<file path="src/rtl/axis_pkg.sv">
// Shared AXI4-Stream definitions: default widths, packet FSM encoding and a byte-sum helper.
package axis_pkg;

    localparam int unsigned DATA_W_DEFAULT = 8;
    localparam int unsigned DEPTH_DEFAULT  = 8;

    typedef enum logic [0:0] {
        StIdle  = 1'b0,
        StInPkt = 1'b1
    } pkt_state_e;

    // Mod-256 accumulate; the carry out is intentionally dropped.
    function automatic logic [7:0] sum_add(input logic [7:0] acc, input logic [7:0] b);
        return acc + b;
    endfunction

endpackage

</file>
<file path="src/rtl/axis_rx_mem.sv">
// Receive buffer storage: register array with one synchronous write port and one async read port.
module axis_rx_mem #(
    parameter int unsigned WIDTH = 9,
    parameter int unsigned DEPTH = 8,
    localparam int unsigned AW   = $clog2(DEPTH)
) (
    input  logic             clk,
    input  logic             we,
    input  logic [AW-1:0]    waddr,
    input  logic [WIDTH-1:0] wdata,
    input  logic [AW-1:0]    raddr,
    output logic [WIDTH-1:0] rdata
);

    // Contents are deliberately not reset.
    logic [WIDTH-1:0] mem_q [DEPTH];

    always_ff @(posedge clk) begin
        if (we) begin
            mem_q[waddr] <= wdata;
        end
    end

    assign rdata = mem_q[raddr];

endmodule

</file>
<file path="src/rtl/axis_rx_buffer.sv">
// AXI4-Stream receive FIFO (first-word fall-through) with per-packet byte sum and packet counter.
module axis_rx_buffer
    import axis_pkg::*;
#(
    parameter int unsigned DATA_W = DATA_W_DEFAULT,
    parameter int unsigned DEPTH  = DEPTH_DEFAULT,
    localparam int unsigned AW    = $clog2(DEPTH)
) (
    input  logic              clk,
    input  logic              resetn,
    input  logic [DATA_W-1:0] s_tdata,
    input  logic              s_tvalid,
    input  logic              s_tlast,
    output logic              s_tready,
    input  logic              rd_en,
    output logic [DATA_W-1:0] rd_data,
    output logic              rd_last,
    output logic              rd_valid,
    output logic [AW:0]       level,
    output logic              pkt_done,
    output logic [7:0]        pkt_sum,
    output logic [7:0]        pkt_count,
    output logic              underflow
);

    localparam logic [AW:0] PtrOne  = {{AW{1'b0}}, 1'b1};
    localparam logic [AW:0] FullLvl = {1'b1, {AW{1'b0}}};

    logic [AW:0]     wptr_q, rptr_q;
    logic            ready_en_q;
    pkt_state_e      state_q;
    logic [7:0]      sum_q;
    logic [7:0]      byte8;
    logic [7:0]      sum_next;
    logic            push, pop;
    logic [DATA_W:0] mem_rdata;

    // Occupancy and handshake decode only from registered pointers.
    assign level    = wptr_q - rptr_q;
    assign rd_valid = (level != '0);
    assign s_tready = ready_en_q && (level != FullLvl);

    assign push = s_tvalid && s_tready;
    assign pop  = rd_en && rd_valid;

    axis_rx_mem #(
        .WIDTH (DATA_W + 1),
        .DEPTH (DEPTH)
    ) u_mem (
        .clk   (clk),
        .we    (push),
        .waddr (wptr_q[AW-1:0]),
        .wdata ({s_tlast, s_tdata}),
        .raddr (rptr_q[AW-1:0]),
        .rdata (mem_rdata)
    );

    assign rd_data = mem_rdata[DATA_W-1:0];
    assign rd_last = mem_rdata[DATA_W];

    // Holds s_tready low for the first cycle after reset release.
    always_ff @(posedge clk or negedge resetn) begin
        if (!resetn) begin
            ready_en_q <= 1'b0;
        end else begin
            ready_en_q <= 1'b1;
        end
    end

    always_ff @(posedge clk or negedge resetn) begin
        if (!resetn) begin
            wptr_q <= '0;
            rptr_q <= '0;
        end else begin
            if (push) begin
                wptr_q <= wptr_q + PtrOne;
            end
            if (pop) begin
                rptr_q <= rptr_q + PtrOne;
            end
        end
    end

    always_ff @(posedge clk or negedge resetn) begin
        if (!resetn) begin
            underflow <= 1'b0;
        end else if (rd_en && !rd_valid) begin
            underflow <= 1'b1;
        end
    end

    assign byte8    = 8'(s_tdata);
    assign sum_next = sum_add((state_q == StIdle) ? 8'h00 : sum_q, byte8);

    // Packet accounting follows accepted input only; reads never affect it.
    always_ff @(posedge clk or negedge resetn) begin
        if (!resetn) begin
            state_q   <= StIdle;
            sum_q     <= 8'h00;
            pkt_done  <= 1'b0;
            pkt_sum   <= 8'h00;
            pkt_count <= 8'h00;
        end else begin
            pkt_done <= 1'b0;
            if (push) begin
                if (s_tlast) begin
                    state_q   <= StIdle;
                    sum_q     <= 8'h00;
                    pkt_done  <= 1'b1;
                    pkt_sum   <= sum_next;
                    pkt_count <= pkt_count + 8'd1;
                end else begin
                    state_q <= StInPkt;
                    sum_q   <= sum_next;
                end
            end
        end
    end

endmodule

</file>
<file path="config.mk">
export PLATFORM = sky130hd
export DESIGN_NAME = axis_rx_buffer
export DESIGN_NICKNAME = d
export VERILOG_FILES = /design/src/rtl/axis_pkg.sv /design/src/rtl/axis_rx_mem.sv /design/src/rtl/axis_rx_buffer.sv
export SDC_FILE = /design/constraint.sdc
export NUM_CORES = 1
export LEC_CHECK = 0
export CAP_MARGIN = 0
export CORE_ASPECT_RATIO = 1.5
export CORE_MARGIN = 1
export CORE_UTILIZATION = 50
export CTS_BUF_LIST = sky130_fd_sc_hd__clkbuf_2 sky130_fd_sc_hd__clkbuf_4 sky130_fd_sc_hd__clkbuf_8
export DETAILED_ROUTE_END_ITERATION = 10
export GPL_TIMING_DRIVEN = 0
export HOLD_SLACK_MARGIN = 0.15
export PLACE_DENSITY_LB_ADDON = 0.3
export RECOVER_POWER = 25
export SETUP_SLACK_MARGIN = 0.15
export SYNTH_ARGS = -nofsm -noshare
export SYNTH_HDL_FRONTEND = slang
export SYNTH_SLANG_ARGS = --single-unit
</file>
<file path="constraint.sdc">
create_clock -name clk -period 3.4 [get_ports clk]
set_clock_uncertainty 0.15 [all_clocks]
set_input_delay 0.85 -clock clk [delete_from_list [all_inputs] [get_ports clk]]
set_output_delay 0.85 -clock clk [all_outputs]
set_load 0.05 [all_outputs]
</file>
# After elaboration in Yosys (flattened, before gate mapping)
# Memories as Yosys holds them, arrays and structs flattened.
# Index checks and enable logic that the tools add are counted.
# totals
mem_bits_ro,0
elab_cells,30
ramBits,72
inputBits,13
register_bits,36
latchBits,0
mem_count,1
output_inout_bits,33
# mem_list
memory,words,word_bits,rd,rd_clocked_by_memory_dff,write_ports,line,source
u_mem.mem_q,8,9,1,0,1,axis_rx_mem.sv:16,logic [WIDTH-1:0] mem_q [DEPTH];
# classes
bitwise,0
shifts,0
muxes,7
magnitude_cmp,0
div_mod_pow,0
n_reduce_logical,7
add_sub_neg,5
mul,0
n_eq_ne,1
# ops
op,n
$mux 8,2
$add 4x1->4 const B,2
$add 8x1->8 const B,1
$add 8x8->8,1
$mux 1,5
$logic_and 1x1->1,4
$ne 4x4->1 const B,1
$reduce_bool 4->1,1
$sub 4x4->4,1
$reduce_and 2->1,1
$logic_not 1->1,1

# Longest topological paths before layout
# Gate-level depths: netlist of run 1.
# depth
ltp_word,6
depth_mapped,10
mapped_depth_nobuf,9

# Modules after synthesis
# A second synthesis of run 1 with hierarchy kept.
# hier_totals
cells_unflattened,295
area_unflattened_um2,4785.8
# modules_own_cells
mod,cells_each,instances,seq_area_each_um2,area_each_um2
axis_rx_mem,117,1,2162.1,2839.0
axis_rx_buffer,178,1,900.9,1946.9

# Worst setup path after synthesis of run 1
# OpenSTA, ideal clock, no wires.
# synth_timing
path_kind,register to output
from,reg rptr_q[1]
to,out s_tready
path_slack_ns,-0.975
path_stages_with_launch,7
path_buffers,1
arrival_time_ns,3.375
path_cell_list,dfrtp_1 > clkbuf_1 > inv_1 > fa_1 > xor2_1 > nor3_1 > a21boi_0
# synth_via
elab_chain_len,3
# synth_lines
item,line,source
start: declaration,axis_rx_buffer.sv:29,"logic [AW:0] wptr_q, rptr_q;"
start signal: assignment,axis_rx_buffer.sv:79,rptr_q <= rptr_q + PtrOne;
$sub 4x4->4,axis_rx_buffer.sv:39,assign level = wptr_q - rptr_q;
net level[2],axis_rx_buffer.sv:19,"output logic [AW:0] level,"
$ne 4x4->1,axis_rx_buffer.sv:41,assign s_tready = ready_en_q && (level != FullLvl);
$logic_and 1x1->1,axis_rx_buffer.sv:41,
end: declaration,axis_rx_buffer.sv:14,"output logic s_tready,"
# The timed path passes the listed nets, and every way through them passes these cells.

# Worst setup path in the final report of run 1
# layout_timing
from,reg wptr_q[0]
to,mem u_mem.mem_q[5][2] (enable)
# layout_via
elab_chain_len,6
# layout_lines
item,line,source
start: declaration,axis_rx_buffer.sv:29,
start signal: assignment,axis_rx_buffer.sv:76,wptr_q <= wptr_q + PtrOne;
$sub 4x4->4,axis_rx_buffer.sv:39,
$ne 4x4->1,axis_rx_buffer.sv:41,
$logic_and 1x1->1,axis_rx_buffer.sv:41,
$logic_and 1x1->1,axis_rx_buffer.sv:43,assign push = s_tvalid && s_tready;
$mux 1,axis_rx_mem.sv:19,if (we) begin
$mux 1 (not written as such),axis_rx_mem.sv:20,mem_q[waddr] <= wdata;
end: declaration,axis_rx_mem.sv:16,
# Several ways; a longest one is shown, not always the timed one.

==> metrics.txt, run 1 <==
top cells by area, synth=edfxtp_1, dfrtp_1, mux4_2; failing checks=max-capacitance violations, max-slew violations; GRT Resource Usage Total=0.206; gr ovfl total=0; Post-Syn Nets=about 330; CTS max path bufs=2; RSZ-0062 raised after global routing=false; Slew HR=-0.306; Slew Viols, Final=37; Hold Vio Cnt, Final=0; critical path cell sequence=clkinvlp_4, ha_1, inv_1, fa_2, or3_4, o311a_4, buf_2, nand2_1, nor3_4, buf_4; Synth Register Bits=about 110; Synth top area share=0.457; Yosys top cell by area=edfxtp_1; CP arrival=3.13 ns; max incr delay on CP=~0.47 ns; CTS tree=built; initial antenna violation count=0; Max stage delay cell, worst path=fa_2; hold slack final=0.318 ns; number of global-route vias before repair=roughly 2800; Syn Inst Count=306; drt via density=between 5 and 6; Required @ worst endpoint=3.38 ns; CP Class=reg2reg; FP Rows=43; CTS H-tree depth=3; DRC=0; Fillers=679; clock-pin transition on the worst setup and hold timing paths=about 0.10 ns; core footprint=between 0.009 and 0.01 mm^2; Avg Cell Area, Syn=between 15 and 20 um^2; ys flop type=edfxtp_1; via count=about 2700; kind of end point of the critical path=register; most frequent cells after synthesis=edfxtp_1, nand2_1, dfrtp_1; die width=slightly above 80 um; number of flops mapped to enable cells by yosys=72; WL final=8.98 mm; Layout area overhead=21.0%; Yosys cell types=44; Initial Util=0.514; clk sinks=around 110; top-count cell post-synth=edfxtp_1; DP HPWL=between 6 and 7 mm; Max Cap Viol=1; I/O pins=46; layout cell share with drive strength beyond 1=0.237; cell family with most CP delay=simple AND/OR/NAND/NOR gates; worst min-delay path class=reg2reg; Antenna Cells=0; status=finished, violations left; Seq/Total Area, Yosys=0.648; die area=a little under 0.01 mm^2; crit share post-route=0.924; largest net degree at the start of global routing=37; crit path buf inv count=4; Pre-antenna DRT Iters=4; first-pass GRT wire length=around 14 mm; post-route ant nets=0; layout net count=398; FMAX=around 320 MHz; hold buffers post-CTS=0; Worst-Skew Late Latency=0.36 ns; Netlist Area Pre-Place=around 0.0047 mm^2; Post-synth ARST share=0.333; Slew @ Worst Pin=roughly 2 ns; cts bufs inserted=9; Final setup violation count=0; Root Driver=clkbuf_8; critical path peak fanout=10; number of port buffers=45; crit path time final=3.14 ns; WL/cell=18.4 um; DIE HEIGHT=between 100 and 150 um; Critical Path Source Type=register; initial drt markers=~160; Util after Layout=0.622; routability cong.=between 0.7 and 0.8; yosys warns=0
[worst min-delay path, stage by stage (launching register included)]
cell     delay [ns]
dfrtp_1        0.35
nand2_1        0.05
nand2_1        0.05
[metrics by stage]
stage,std cells,setup slack [ns],cell area (um^2),TNS (ns)
detailed placement,463,-0.519,5390,-25.38
floorplan,306,0.0868,4800,0
finish,487,0.258,5720,0
global route,487,0.148,5720,0
CTS,485,-0.0396,5710,-0.0396
global placement,463,-0.490,5390,-22.67
[cells by family (layout without fill, tap and decap cells)]
kind of cell / Yosys count / count (layout) / synth area share
mux: 28 / 28 / 0.115
xor+xnor: 22 / 22 / 0.0408
other cells: 1 / 1 / 0.000793
compound gates: 23 / 23 / 0.0397
flops: 108 / 108 / 0.648
buf+inv: 21 / 90 / 0.0220
fa+ha+maj: 15 / 15 / 0.0429
simple gates: 88 / 88 / 0.0908
[final timing paths]
path	slack [ns]	end	cells after the start	startpoint
max	0.26	u_mem.mem_q[5][2]	10	wptr_q[0]
min	0.32	sum_q[3]	2	sum_q[3]
max reg2reg	0.26	u_mem.mem_q[5][2]	10	wptr_q[0]
min reg2reg	0.32	sum_q[3]	2	sum_q[3]
max in group asynchronous	0.97	wptr_q[0]	1	resetn
min in group asynchronous	0.87	pkt_count[3]	1	resetn
[state kept, by name, indices dropped and copies added (netlist names)]
register	flops
pkt_count	8
pkt_sum	8
underflow	1
state_q	1
sum_q	8
u_mem.mem_q	72
ready_en_q	1
wptr_q	4
rptr_q	4
pkt_done	1
[layer usage]
layer	part of all wire	track usage	up-vias
met2	0.53	0.348	64
met3	0.041	0.0353	14
li1	-	-	1250
met5	0	0	-
met4	0.024	0.0960	0
met1	0.40	0.252	1348
[what timing repair did]
item                                    4_1_cts  5_1_grt
setup buffers                                 6        2
gates resized for setup                      45       18
endpoints found under the hold margin         0        0
endpoints found under the setup margin       94       67
pin swaps                                     3        1
[cell type report]
type | instances | area, um^2 | area share
Sequential cell | 108 | 3060 | 0.536
Multi-Input combinational cell | 177 | 1710 | 0.300
Timing Repair Buffer | 53 | 482 | 0.0842
Tap cell | 112 | 140 | 0.0245
Clock buffer | 9 | 124 | 0.0216
Buffer | 11 | 87.6 | 0.0153
Clock inverter | 7 | 66.3 | 0.0116
Inverter | 10 | 43.8 | 0.00765
[layout by cell type, fill, tap and decap left out, types with 5 or more instances in the layout]
cell             Yosys  final
xnor2_1             12     12
nand3b_1             5      5
xor2_1              10      9
inv_1                9      8
mux2_4               7      7
dfrtp_1             36     35
ha_1                13     12
clkdlybuf4s50_1      0     26
edfxtp_1            72     72
clkbuf_8             0      9
nand2_1             48     48
clkbuf_2             0      5
dlygate4sd2_1        0      7
buf_4                1      9
and2_1               7      7
mux4_2              18     18
a21oi_1              6      5
Power of run 1 is not shown: default switching activity piles up to over one toggle a cycle in this logic, so the estimate is an artifact.
==> run 2: changes to the inputs <==
==> constraint.sdc (replaced) <==
create_clock -name clk -period 2.6 [get_ports clk]
set_clock_uncertainty 0.15 [all_clocks]
set_input_delay 0.65 -clock clk [delete_from_list [all_inputs] [get_ports clk]]
set_output_delay 0.65 -clock clk [all_outputs]
set_load 0.05 [all_outputs]
==> run 2 against run 1 <==
Die area unchanged; the run ends with max-capacitance violations, max-slew violations, negative setup slack left; non-clock buffer count up 48; final area up 16%; worst hold slack better by 0.0075 ns; sequential cell count unchanged; first-iteration DRC count up 31%; wire length up 25%; setup slack worse by 0.54 ns.
==> metrics.txt, run 2 (synthesized netlist as in run 1, its figures left out) <==
Slew Viols, Final=37 (unchanged); clock-pin transition on the worst setup and hold timing paths=0.10 ns (about the same); combinational share of power=0.618; crit path from=wptr_q[0]; CTS H-tree depth=3 (unchanged); slack of the critical path=-0.282 ns (-0.540 ns); most common cell after layout, fill and taps aside=edfxtp_1; clock share of power=0.121; routability cong.=0.740 (-1.0%); Power per Cell Area=around 1400 mW/mm^2; Final setup violation count=116 (+116); layout cell share with drive strength beyond 1=0.433 (+0.195); Pint=about 5300 uW; Initial Util=0.514 (unchanged); CTS tree=built; Worst-Skew Late Latency=0.37 ns (about the same); CTS max path bufs=2 (unchanged); status=finished, violations left; FP Rows=43 (unchanged); Max Cap Viol=1 (unchanged); critical path peak fanout=3 (-7); core footprint=0.00920 mm^2 (unchanged); total power=9210 uW; layout net count=446 (+12%); worst min-delay path class=reg2reg; WL final=11.3 mm (+25%); FMAX=roughly 350 MHz; Slew @ Worst Pin=1.97 ns (+0.00632 ns); clk sinks=108 (unchanged); FF/Latch Area=0.00307 mm^2 (about the same); failing checks=max-capacitance violations, max-slew violations, negative setup slack; Layout area overhead=40.1%; drt via density=5.62 (+2.3%); number of flip-flops in the largest register=72 (unchanged); Pre-antenna DRT Iters=4 (unchanged); hold buffers post-CTS=0 (unchanged); initial antenna violation count=0 (unchanged); TNS Setup=-20.70 ns (-20.70 ns); most frequent cells in the layout=edfxtp_1, dfrtp_1, nand2_1, buf_6, buf_4; Hold Crit Start=sum_q[1]; largest net degree at the start of global routing=37 (unchanged); WL/cell=21.0 um (+14%); die width=81.4 um (unchanged); cts bufs inserted=9 (unchanged); crit path time final=between 2 and 3 ns; Slew HR=-0.310 (-0.00422); part of the power in registers=0.261; I/O pins=46 (unchanged); Util after Layout=0.720 (+0.0979); multi-input logic area=0.00192 mm^2 (+12%); gr ovfl total=0 (unchanged); GRT Resource Usage Total=0.236 (+0.0304); Root Driver=clkbuf_8; Fillers=557 (-18%); Antenna Cells=0 (unchanged); first-pass GRT wire length=16.5 mm (+14%); initial drt markers=203 (+31%); Area after DPL=0.00549 mm^2 (+1.9%); crit share post-route=1.11; Top reg by flops=u_mem.mem_q; die area=0.00986 mm^2 (unchanged); CP Class=reg2out; post-route ant nets=0 (unchanged); Hold Vio Cnt, Final=0 (unchanged); Critical Path Source Type=register; Reg2Reg Launch Point=wptr_q[0]; kind of end point of the critical path=output port; DIE HEIGHT=121 um (unchanged); number of port buffers=45 (unchanged); hold slack final=0.326 ns (+0.00751 ns); CP arrival=2.08 ns (-1.05 ns); DRC=0 (unchanged); Psw=just under 4000 uW; RSZ-0062 raised after global routing=true; number of global-route vias before repair=3158 (+13%); via count=3008 (+12%); post-route cell area=0.00662 mm^2 (+16%); Required @ worst endpoint=1.80 ns (-1.58 ns); DP HPWL=6.50 mm (+5.8%); leakage=roughly 0.0027 uW; peak supply drop=1.46 mV; switch share=0.426
==> run 2: changes by cell type in the layout (fill, tap and decap cells not counted), sizes merged, moves of 3 or more <==
cell           previous run  this run
dlygate4sd3               4         0
buf                      18        74
dlygate4sd2               7         4
clkdlybuf4s50            26        23
==> run 2: routing by layer <==
layer  up-vias  wire (um)  global-route usage
li1       1353          -                   -
met1      1541       4090               0.273
met2        94       6430               0.403
met3        20        443              0.0444
met4         0        289               0.132
met5         -          0                   0
==> run 2: layout make-up <==
| cell class | count | share of cell area |
|---|---|---|
| timing repair buffer | 101 | 0.166 |
| buffer | 11 | 0.0183 |
| inverter | 10 | 0.00794 |
| clock buffer | 10 | 0.0198 |
| sequential | 108 | 0.463 |
| clock inverter | 6 | 0.0134 |
| multi-input combinational | 177 | 0.290 |
| tap | 112 | 0.0212 |
==> run 2: worst max-delay path, stage by stage (launching register included) <==
cell	delay [ns]
dfrtp_2	0.44
inv_4	0.07
ha_4	0.13
inv_2	0.04
fa_2	0.37
xor2_4	0.18
nor3_4	0.20
o21ai_4	0.11
buf_6	0.17
==> run 2: worst paths after layout <==
kind,end,slack (ns),depth (start not counted)
hold reg to reg,sum_q[1],0.33,2
setup / recovery,rd_valid,-0.28,8
min in group asynchronous,rptr_q[3],0.67,1
max in group asynchronous,wptr_q[0],0.37,1
setup reg to reg,u_mem.mem_q[0][4],-0.24,10
hold / removal,sum_q[1],0.33,2
==> run 2: power by group through the flow <==
| stage | combinational (uW) | clock [uW] | sequential (uW) |
|---|---|---|---|
| finish | 5690 | 1120 | 2400 |
| global route | 6000 | 1190 | 2440 |
| CTS | 5250 | 1120 | 2390 |
| detailed placement | 4100 | 0 | 2440 |
| global placement | 4050 | 0 | 2430 |
| floorplan | 2650 | 0 | 2770 |
==> run 2: repair_timing <==
action / CTS / global route
endpoints found under the setup margin: 121 / 117
buffers inserted: 39 / 14
cloned: 2 / 1
pin swaps: 23 / 28
resized for setup: 167 / 37
hold endpoints to repair: 0 / 0
==> run 2: metrics by stage <==
step	setup WS, ns	std cells
5_1_grt	-0.363	535
4_1_cts	-0.286	520
2_1_floorplan	-0.461	306
3_3_place_gp	-0.903	463
3_5_place_dp	-0.945	463
6_report	-0.282	535
No activity file was read; power rests on OpenSTA's default activity.
==> run 3: changes to the inputs <==
--- a/config.mk
+++ b/config.mk
@@ -7,7 +7,6 @@
 export LEC_CHECK = 0
 export CAP_MARGIN = 0
 export CORE_ASPECT_RATIO = 1.5
-export CORE_MARGIN = 1
 export CORE_UTILIZATION = 50
 export CTS_BUF_LIST = sky130_fd_sc_hd__clkbuf_2 sky130_fd_sc_hd__clkbuf_4 sky130_fd_sc_hd__clkbuf_8
 export DETAILED_ROUTE_END_ITERATION = 10
==> results of run 3 <==
No change in the layout: final DEF, timing and power equal those of run 2.
